File: config.mk
export PLATFORM = sky130hd
export DESIGN_NAME = uart_rx_frame_ctrl_flat
export DESIGN_NICKNAME = d
export VERILOG_FILES = /design/src/rtl/uart_rx_pkg.sv /design/src/rtl/uart_rx_frame_ctrl_if.sv /design/src/rtl/uart_rx_deser.sv /design/src/rtl/uart_rx_frame_ctrl.sv /design/src/flat_wrapper.sv
export SDC_FILE = /design/constraint.sdc
export NUM_CORES = 1
export LEC_CHECK = 0
export BUFFER_PORTS_ARGS = -buffer_cell sky130_fd_sc_hd__buf_2
export CELL_PAD_IN_SITES_DETAIL_PLACEMENT = 1
export CELL_PAD_IN_SITES_GLOBAL_PLACEMENT = 1
export CORE_ASPECT_RATIO = 0.7
export CORE_MARGIN = 2
export CORE_UTILIZATION = 40
export CTS_BUF_LIST = sky130_fd_sc_hd__clkbuf_4 sky130_fd_sc_hd__clkbuf_8 sky130_fd_sc_hd__clkbuf_16
export CTS_CLUSTER_DIAMETER = 40
export DETAILED_ROUTE_END_ITERATION = 10
export PLACE_DENSITY = 0.84
export SYNTH_ARGS = -nofsm -noshare
export SYNTH_HDL_FRONTEND = slang
export SYNTH_SLANG_ARGS = --single-unit
File: constraint.sdc
create_clock -name clk -period 1.67 [get_ports clk]
set_input_delay 0.0835 -clock clk [delete_from_list [all_inputs] [get_ports clk]]
set_output_delay 0.0835 -clock clk [all_outputs]
set_load 0.02 [all_outputs]
File: src/rtl/uart_rx_pkg.sv
// rtl/uart_rx_pkg.sv - shared state encoding and constants for the UART RX frame path
package uart_rx_pkg;

    localparam int DATA_WIDTH_DEF = 8;

    localparam logic PAR_EVEN = 1'b0;
    localparam logic PAR_ODD  = 1'b1;

    typedef enum logic [2:0] {
        ST_IDLE   = 3'd0,
        ST_START  = 3'd1,
        ST_DATA   = 3'd2,
        ST_PARITY = 3'd3,
        ST_STOP   = 3'd4
    } rx_state_t;

endpackage

File: src/rtl/uart_rx_frame_ctrl_if.sv
// rtl/uart_rx_frame_ctrl_if.sv - sampling-stage handshake and received-word bus
interface uart_rx_frame_ctrl_if #(
    parameter int DATA_WIDTH = 8
);
    logic                  sampled_bit;
    logic                  sample_done;
    logic                  cnt_en;
    logic                  data_samp_en;
    logic [DATA_WIDTH-1:0] P_DATA;
    logic                  data_valid;
    logic                  par_err;
    logic                  stp_err;

    modport master (
        input  sampled_bit, sample_done,
        output cnt_en, data_samp_en, P_DATA, data_valid, par_err, stp_err
    );

    modport slave (
        output sampled_bit, sample_done,
        input  cnt_en, data_samp_en, P_DATA, data_valid, par_err, stp_err
    );
endinterface

File: src/rtl/uart_rx_deser.sv
// rtl/uart_rx_deser.sv - LSB-first shift register, bit index and expected-parity generation
module uart_rx_deser
    import uart_rx_pkg::*;
#(
    parameter int DATA_WIDTH = DATA_WIDTH_DEF
) (
    input  logic                  clk,
    input  logic                  rst,
    input  logic                  shift_en,
    input  logic                  clr,
    input  logic                  sampled_bit,
    input  logic                  par_typ,
    output logic [DATA_WIDTH-1:0] data,
    output logic                  last_bit,
    output logic                  parity_bit
);
    localparam int IDX_W = (DATA_WIDTH > 1) ? $clog2(DATA_WIDTH) : 1;

    logic [DATA_WIDTH-1:0] sr_q, sr_d;
    logic [IDX_W-1:0]      idx_q, idx_d;

    always_comb begin
        sr_d  = sr_q;
        idx_d = idx_q;
        if (clr) begin
            idx_d = '0;
        end else if (shift_en) begin
            // newest bit enters at the MSB so the first bit lands in bit 0
            sr_d  = {sampled_bit, sr_q[DATA_WIDTH-1:1]};
            idx_d = idx_q + 1'b1;
        end
    end

    always_ff @(posedge clk or negedge rst) begin
        if (!rst) begin
            sr_q  <= '0;
            idx_q <= '0;
        end else begin
            sr_q  <= sr_d;
            idx_q <= idx_d;
        end
    end

    assign data       = sr_q;
    assign last_bit   = (idx_q == IDX_W'(DATA_WIDTH - 1));
    assign parity_bit = (par_typ == PAR_ODD) ? ~^sr_q : ^sr_q;

endmodule

File: src/rtl/uart_rx_frame_ctrl.sv
// rtl/uart_rx_frame_ctrl.sv - UART RX frame FSM: start/data/parity/stop sequencing and result strobes
module uart_rx_frame_ctrl
    import uart_rx_pkg::*;
#(
    parameter int DATA_WIDTH = DATA_WIDTH_DEF
) (
    input  logic                 clk,
    input  logic                 rst,
    input  logic                 RX_IN,
    input  logic                 PAR_EN,
    input  logic                 PAR_TYP,
    uart_rx_frame_ctrl_if.master bus
);
    rx_state_t             state_q;
    logic                  par_en_q;
    logic                  par_typ_q;
    logic                  frame_bad_q;
    logic [DATA_WIDTH-1:0] p_data_q;
    logic                  data_valid_q;
    logic                  par_err_q;
    logic                  stp_err_q;

    logic                  shift_en;
    logic                  clr;
    logic [DATA_WIDTH-1:0] sr;
    logic                  last_bit;
    logic                  parity_bit;

    assign shift_en = (state_q == ST_DATA) && bus.sample_done;
    assign clr      = (state_q == ST_START) && bus.sample_done && !bus.sampled_bit;

    uart_rx_deser #(
        .DATA_WIDTH (DATA_WIDTH)
    ) u_deser (
        .clk         (clk),
        .rst         (rst),
        .shift_en    (shift_en),
        .clr         (clr),
        .sampled_bit (bus.sampled_bit),
        .par_typ     (par_typ_q),
        .data        (sr),
        .last_bit    (last_bit),
        .parity_bit  (parity_bit)
    );

    always_ff @(posedge clk or negedge rst) begin
        if (!rst) begin
            state_q      <= ST_IDLE;
            par_en_q     <= 1'b0;
            par_typ_q    <= PAR_EVEN;
            frame_bad_q  <= 1'b0;
            p_data_q     <= '0;
            data_valid_q <= 1'b0;
            par_err_q    <= 1'b0;
            stp_err_q    <= 1'b0;
        end else begin
            data_valid_q <= 1'b0;
            par_err_q    <= 1'b0;
            stp_err_q    <= 1'b0;
            case (state_q)
                ST_IDLE: begin
                    // frame options are frozen at the falling edge for the whole frame
                    if (!RX_IN) begin
                        state_q   <= ST_START;
                        par_en_q  <= PAR_EN;
                        par_typ_q <= PAR_TYP;
                    end
                end
                ST_START: begin
                    if (bus.sample_done) begin
                        state_q <= bus.sampled_bit ? ST_IDLE : ST_DATA;
                    end
                end
                ST_DATA: begin
                    if (bus.sample_done && last_bit) begin
                        state_q <= par_en_q ? ST_PARITY : ST_STOP;
                    end
                end
                ST_PARITY: begin
                    if (bus.sample_done) begin
                        if (bus.sampled_bit != parity_bit) begin
                            par_err_q   <= 1'b1;
                            frame_bad_q <= 1'b1;
                        end
                        state_q <= ST_STOP;
                    end
                end
                ST_STOP: begin
                    if (bus.sample_done) begin
                        if (!bus.sampled_bit) begin
                            stp_err_q <= 1'b1;
                        end else if (!frame_bad_q) begin
                            p_data_q     <= sr;
                            data_valid_q <= 1'b1;
                        end
                        frame_bad_q <= 1'b0;
                        state_q     <= ST_IDLE;
                    end
                end
                default: state_q <= ST_IDLE;
            endcase
        end
    end

    // enables drop for at least one IDLE cycle between frames, restarting the edge counter
    assign bus.cnt_en       = (state_q != ST_IDLE);
    assign bus.data_samp_en = (state_q != ST_IDLE);
    assign bus.P_DATA       = p_data_q;
    assign bus.data_valid   = data_valid_q;
    assign bus.par_err      = par_err_q;
    assign bus.stp_err      = stp_err_q;

endmodule

File: src/flat_wrapper.sv
// flat-port wrapper written by rule: the top's interface ports become plain ports
module uart_rx_frame_ctrl_flat import uart_rx_pkg::*;
#(
    parameter int DATA_WIDTH = DATA_WIDTH_DEF
)
  (clk, rst, RX_IN, PAR_EN, PAR_TYP, bus_sampled_bit, bus_sample_done, bus_cnt_en, bus_data_samp_en, bus_P_DATA, bus_data_valid, bus_par_err, bus_stp_err);
  uart_rx_frame_ctrl_if #(.DATA_WIDTH(DATA_WIDTH)) bus_i ();
  input  logic clk;
  input  logic rst;
  input  logic RX_IN;
  input  logic PAR_EN;
  input  logic PAR_TYP;
  input wire logic [$bits(bus_i.sampled_bit)-1:0] bus_sampled_bit;
  input wire logic [$bits(bus_i.sample_done)-1:0] bus_sample_done;
  output wire logic [$bits(bus_i.cnt_en)-1:0] bus_cnt_en;
  output wire logic [$bits(bus_i.data_samp_en)-1:0] bus_data_samp_en;
  output wire logic [$bits(bus_i.P_DATA)-1:0] bus_P_DATA;
  output wire logic [$bits(bus_i.data_valid)-1:0] bus_data_valid;
  output wire logic [$bits(bus_i.par_err)-1:0] bus_par_err;
  output wire logic [$bits(bus_i.stp_err)-1:0] bus_stp_err;
  assign bus_i.sampled_bit = bus_sampled_bit;
  assign bus_i.sample_done = bus_sample_done;
  assign bus_cnt_en = bus_i.cnt_en;
  assign bus_data_samp_en = bus_i.data_samp_en;
  assign bus_P_DATA = bus_i.P_DATA;
  assign bus_data_valid = bus_i.data_valid;
  assign bus_par_err = bus_i.par_err;
  assign bus_stp_err = bus_i.stp_err;
  uart_rx_frame_ctrl #(.DATA_WIDTH(DATA_WIDTH)) u_core (.clk(clk), .rst(rst), .RX_IN(RX_IN), .PAR_EN(PAR_EN), .PAR_TYP(PAR_TYP), .bus(bus_i));
endmodule
# After elaboration in Yosys (flattened, before gate mapping)
# Index checks and enable logic that the tools add are counted.
# word_totals
regBits	28
inputBits	7
out_inout_bits	13
elab_cells	67
# op_classes
n_addsub	1
eq_ne	12
muxes	25
bitwise_logic	3
reduce_logical	16
# ops
operator	n
$mux 3	8
$pmux 3 s5	1
$mux 1	14
$ne 2x2->1 const B	5
$reduce_and 4->1	2
$reduce_xnor 8->1	1
$reduce_xor 8->1	1
$eq 3x2->1 const B	2
$eq 3x3->1 const B	2
$reduce_and 5->1	1
$logic_and 1x1->1	4
$reduce_and 2->1	2
$reduce_bool 2->1	2
$add 3x1->3 const B	1
$eq 3x1->1 const B	1
$logic_not 3->1	1
$not 1->1	3
$reduce_bool 3->1	1
$mux 2	1
$ne 2x1->1 const B	1
$pmux 1 s2	1
$logic_not 1->1	1
$ne 1x1->1	1

# Depth between registers and ports, before layout
# logic_depth
depth_word	6
ltp_mapped	6
mapped_depth_nobuf	6

# Cells and area by module
# From an unflattened synthesis, not the netlist that was laid out.
# hier_totals
hier_cells	116
hier_area_um2	1302.5
# modules_own_cells
mod	instances	cells_each	area_each_um2
uart_rx_frame_ctrl	1	62	769.5
uart_rx_deser	1	54	533.0

# Worst setup path after synthesis
# Ideal clock, no wire load.
# synth_timing
path_type	reg-to-reg
start	register u_core.state_q[1]
end	register u_core.par_en_q
setup_ns	0.125
arrival_ns	1.488
t_required_ns	1.545
slack_ns	0.057
path_stages_with_launch	5
n_path_buf	1
path_cell_list	dfrtp_1 -> buf_6 -> or3_1 -> nor2_1 -> mux2_2
# synth_between
elab_chain_len	2
# synth_lines
item	line_no	rtl
start: declaration	uart_rx_frame_ctrl.sv:14	rx_state_t state_q;
start signal: assignment	uart_rx_frame_ctrl.sv:71	state_q <= bus.sampled_bit ? ST_IDLE : ST_DATA;
start signal: assignment	uart_rx_frame_ctrl.sv:76	state_q <= par_en_q ? ST_PARITY : ST_STOP;
$logic_not 3->1	uart_rx_frame_ctrl.sv:60	case (state_q)
$reduce_and 2->1 (no source line)	n/a	
end signal: assignment	uart_rx_frame_ctrl.sv:49	par_en_q <= 1'b0;
end signal: assignment	uart_rx_frame_ctrl.sv:65	par_en_q <= PAR_EN;
end: declaration	uart_rx_frame_ctrl.sv:15	logic par_en_q;
# No other way between the ends.
# A chain may end at the register's enable or synchronous reset.

# Final worst setup path
# layout_timing
start	register u_core.state_q[0]
end	register u_core.p_data_q[6], in the netlist u_core.bus.P_DATA[6]
# layout_between
elab_chain_len	2
# layout_lines
item	line_no	rtl
$eq 3x3->1	uart_rx_frame_ctrl.sv:60	
$reduce_and 4->1 (no source line)	n/a	
end signal: assignment	uart_rx_frame_ctrl.sv:93	p_data_q <= sr;
end: declaration	uart_rx_frame_ctrl.sv:18	logic [DATA_WIDTH-1:0] p_data_q;
# No other way between the ends.

==> results.yml <==
final_layout:
  utilization: 0.487
  final_common_cell: "dfrtp_1"
  layout_common_cells: "dfrtp_1, buf_2, mux2_2"
  nNetsFinal: 128
  layout-drive-gt1-share: 0.449
  final_cells: 156
  antenna_cells: 0
  area_growth_syn_to_layout_pct: 18.2
setup_path:
  worstSetupPathType: "reg -> reg"
  critPathCaptureType: "register"
  cp_slowest_cell: "dfrtp_1"
  cp.required_ps: 1840
  start_kind: "register"
  critical_path_arrival_ps: 1790
  path_max_fanout: 4
  cpPeakStageDelay_ps: 420
  path_cells: "nor2_4 -> nand3_2 -> or3b_4 -> buf_4 -> mux2_4"
synthesis:
  synthCells: 92
  yosysSeqAreaShare: 0.552
  syn_area_mm2: 0.00127
  ys_ff_latch: 28
  syn_nets: 101
  yosysWarningCount: 0
  synth.distinct_cells: 26
  avgSynthCellArea_um2: 13.8
clock_tree:
  htreeDepth: 1
  root_buffer: "clkbuf_8"
  cts_sinks: 28
  cts_tree: "yes"
  clk_path_buf_depth: 2
  path_clk_slew_ps: 90
  clk_latency_ps: 280
  numCtsBuffers: 3
floorplan:
  die_x_um: 71.3
  initial_utilization: 0.412
  io_pins: 20
  die_area_mm2: 0.00365
  die_h_um: 51.1
  core_area_mm2: 0.00308
  row_count: 17
route:
  route.vias.total: 792
  routed_wl_um: 2520
  drt.antenna.violating_nets: 0
  first_iter_violations: 51
  avgViaCountPerCell: 5.08
  wl_per_cell_um: 16.2
  drt_first_pass_iters: 4
  drc: 0
placed_design:
  dp_slack_ps: 14.7
  dp.cells: 148
  gp_congestion: 0.696
  port_buffers: 19
  detailed_place_hpwl_um: 1730
outcome:
  status: "finished, final reports clean"
timing:
  setup_ws_ps: 51.9
  tightestPinTransition_ps: 608
  fin_crit_sh: 0.969
  final_hold_viol_count: 0
  skew_ps: 4.05
  slew_viol_final: 0
  fmaxAchievable_mhz: 618
  post-route-min-period_ps: 1620
  fin_setup_tns_ps: 0
  relSlewSlack: 0.595
  setup_viol: 0
job:
  maxCapViolCount: 0
power_and_ir_drop:
  cellPowerDensity_mw_per_mm2: 1600
  irDropWorstVdd_mv: 0.914
  power_uw: 2400
  p_leak_uw: 0.000779
grt:
  grt-ovfl-total: 0
  grt_pass1_wl_um: 3970
  grt_pass1_vias: 820
  grtUsageTotal: 0.146
  antenna_found_initial: 0
  grt_max_degree: 29
hold_path:
  worstHoldPathType: "in -> reg"
==> sequential cells by signal (all words and copies together) (netlist names) <==
name / cells
u_core.state_q: 3
u_core.frame_bad_q: 1
u_core.bus.data_valid: 1
u_core.bus.par_err: 1
u_core.u_deser.idx_q: 3
u_core.par_en_q: 1
u_core.bus.P_DATA: 8
u_core.bus.stp_err: 1
u_core.u_deser.data: 8
u_core.par_typ_q: 1
==> worst paths after layout <==
kind / endpoint / slack [ps] / cells past startpoint / startpoint
setup / recovery: u_core.bus.P_DATA[6] / 50 / 5 / u_core.state_q[0]
hold / removal: u_core.par_en_q / 30 / 2 / PAR_EN
min in group asynchronous: u_core.u_deser.data[2] / 340 / 2 / rst
setup reg to reg: u_core.bus.P_DATA[6] / 50 / 5 / u_core.state_q[0]
max in group asynchronous: u_core.u_deser.data[4] / 930 / 2 / rst
hold reg to reg: u_core.frame_bad_q / 510 / 2 / u_core.frame_bad_q
==> cells by family after synthesis <==
kind of cell             count (synthesis)  synth area share
adder cells (fa/ha/maj)                  2            0.0197
AND/OR/NAND/NOR                         20            0.0877
AO/OA/AOI/OAI                            9            0.0463
buffers and inverters                    6            0.0364
flip-flops                              28             0.552
XOR/XNOR                                 8            0.0660
multiplexers                            19             0.192
==> metal layers <==
metal	vias to the layer above	routed length (um)	global-route usage
li1	366	-	-
met1	405	1140	0.187
met2	15	1220	0.236
met3	6	116	0.0473
met4	0	40	0.0503
met5	-	0	0
==> Yosys cell counts (all sizes together) <==
master  number  area share
xnor3        1       0.018
a22o         2       0.014
inv          1      0.0030
o21ai        4       0.016
nor2         8       0.030
dfrtp       28        0.55
ha           2       0.020
or3          1      0.0049
nand4        1      0.0049
nor3b        1      0.0059
buf          5       0.033
o22ai        1      0.0049
or3b         1      0.0069
mux2        19        0.19
xnor2        6       0.041
a22oi        1      0.0059
nand2        3      0.0089
xor2         1      0.0069
nand3        2       0.012
nor2b        3       0.015
a211oi       1      0.0059
==> per-stage QoR <==
step	hold slack, ps	area (um2)
2_1_floorplan	-212	1270
3_3_place_gp	121	1400
3_5_place_dp	135	1400
4_1_cts	29.3	1470
5_1_grt	32.4	1500
6_report	31.6	1500
==> critical path: cells and delay by family (launching register included) <==
family	cells	cell delay, ps
muxes	1	290
buffers and inverters	1	170
and+or+nand+nor	3	630
DFF	1	420
==> what timing repair did <==
| action | in CTS | in global routing |
|---|---|---|
| hold endpoints to repair | 28 | 0 |
| resized for setup | 1 | 6 |
| hold buffers | 1 | 0 |
| buffers inserted | 0 | 2 |
| gates cloned | 0 | 1 |
| setup endpoints to repair | 2 | 10 |
| pin swaps | 0 | 3 |
==> where the power goes <==
| group | internal, uW | switching [uW] |
|---|---|---|
| Combinational | 500 | 452 |
| Sequential | 857 | 170 |
| Clock | 212 | 209 |
==> final cells by class <==
class,instances,area (um2)
Clock buffer,4,55.1
Fill cell,313,1580
Inverter,1,3.75
Multi-Input combinational cell,58,533
Sequential cell,28,701
Tap cell,38,47.5
Timing Repair Buffer,27,161
Power figures use the tool's default switching activity.
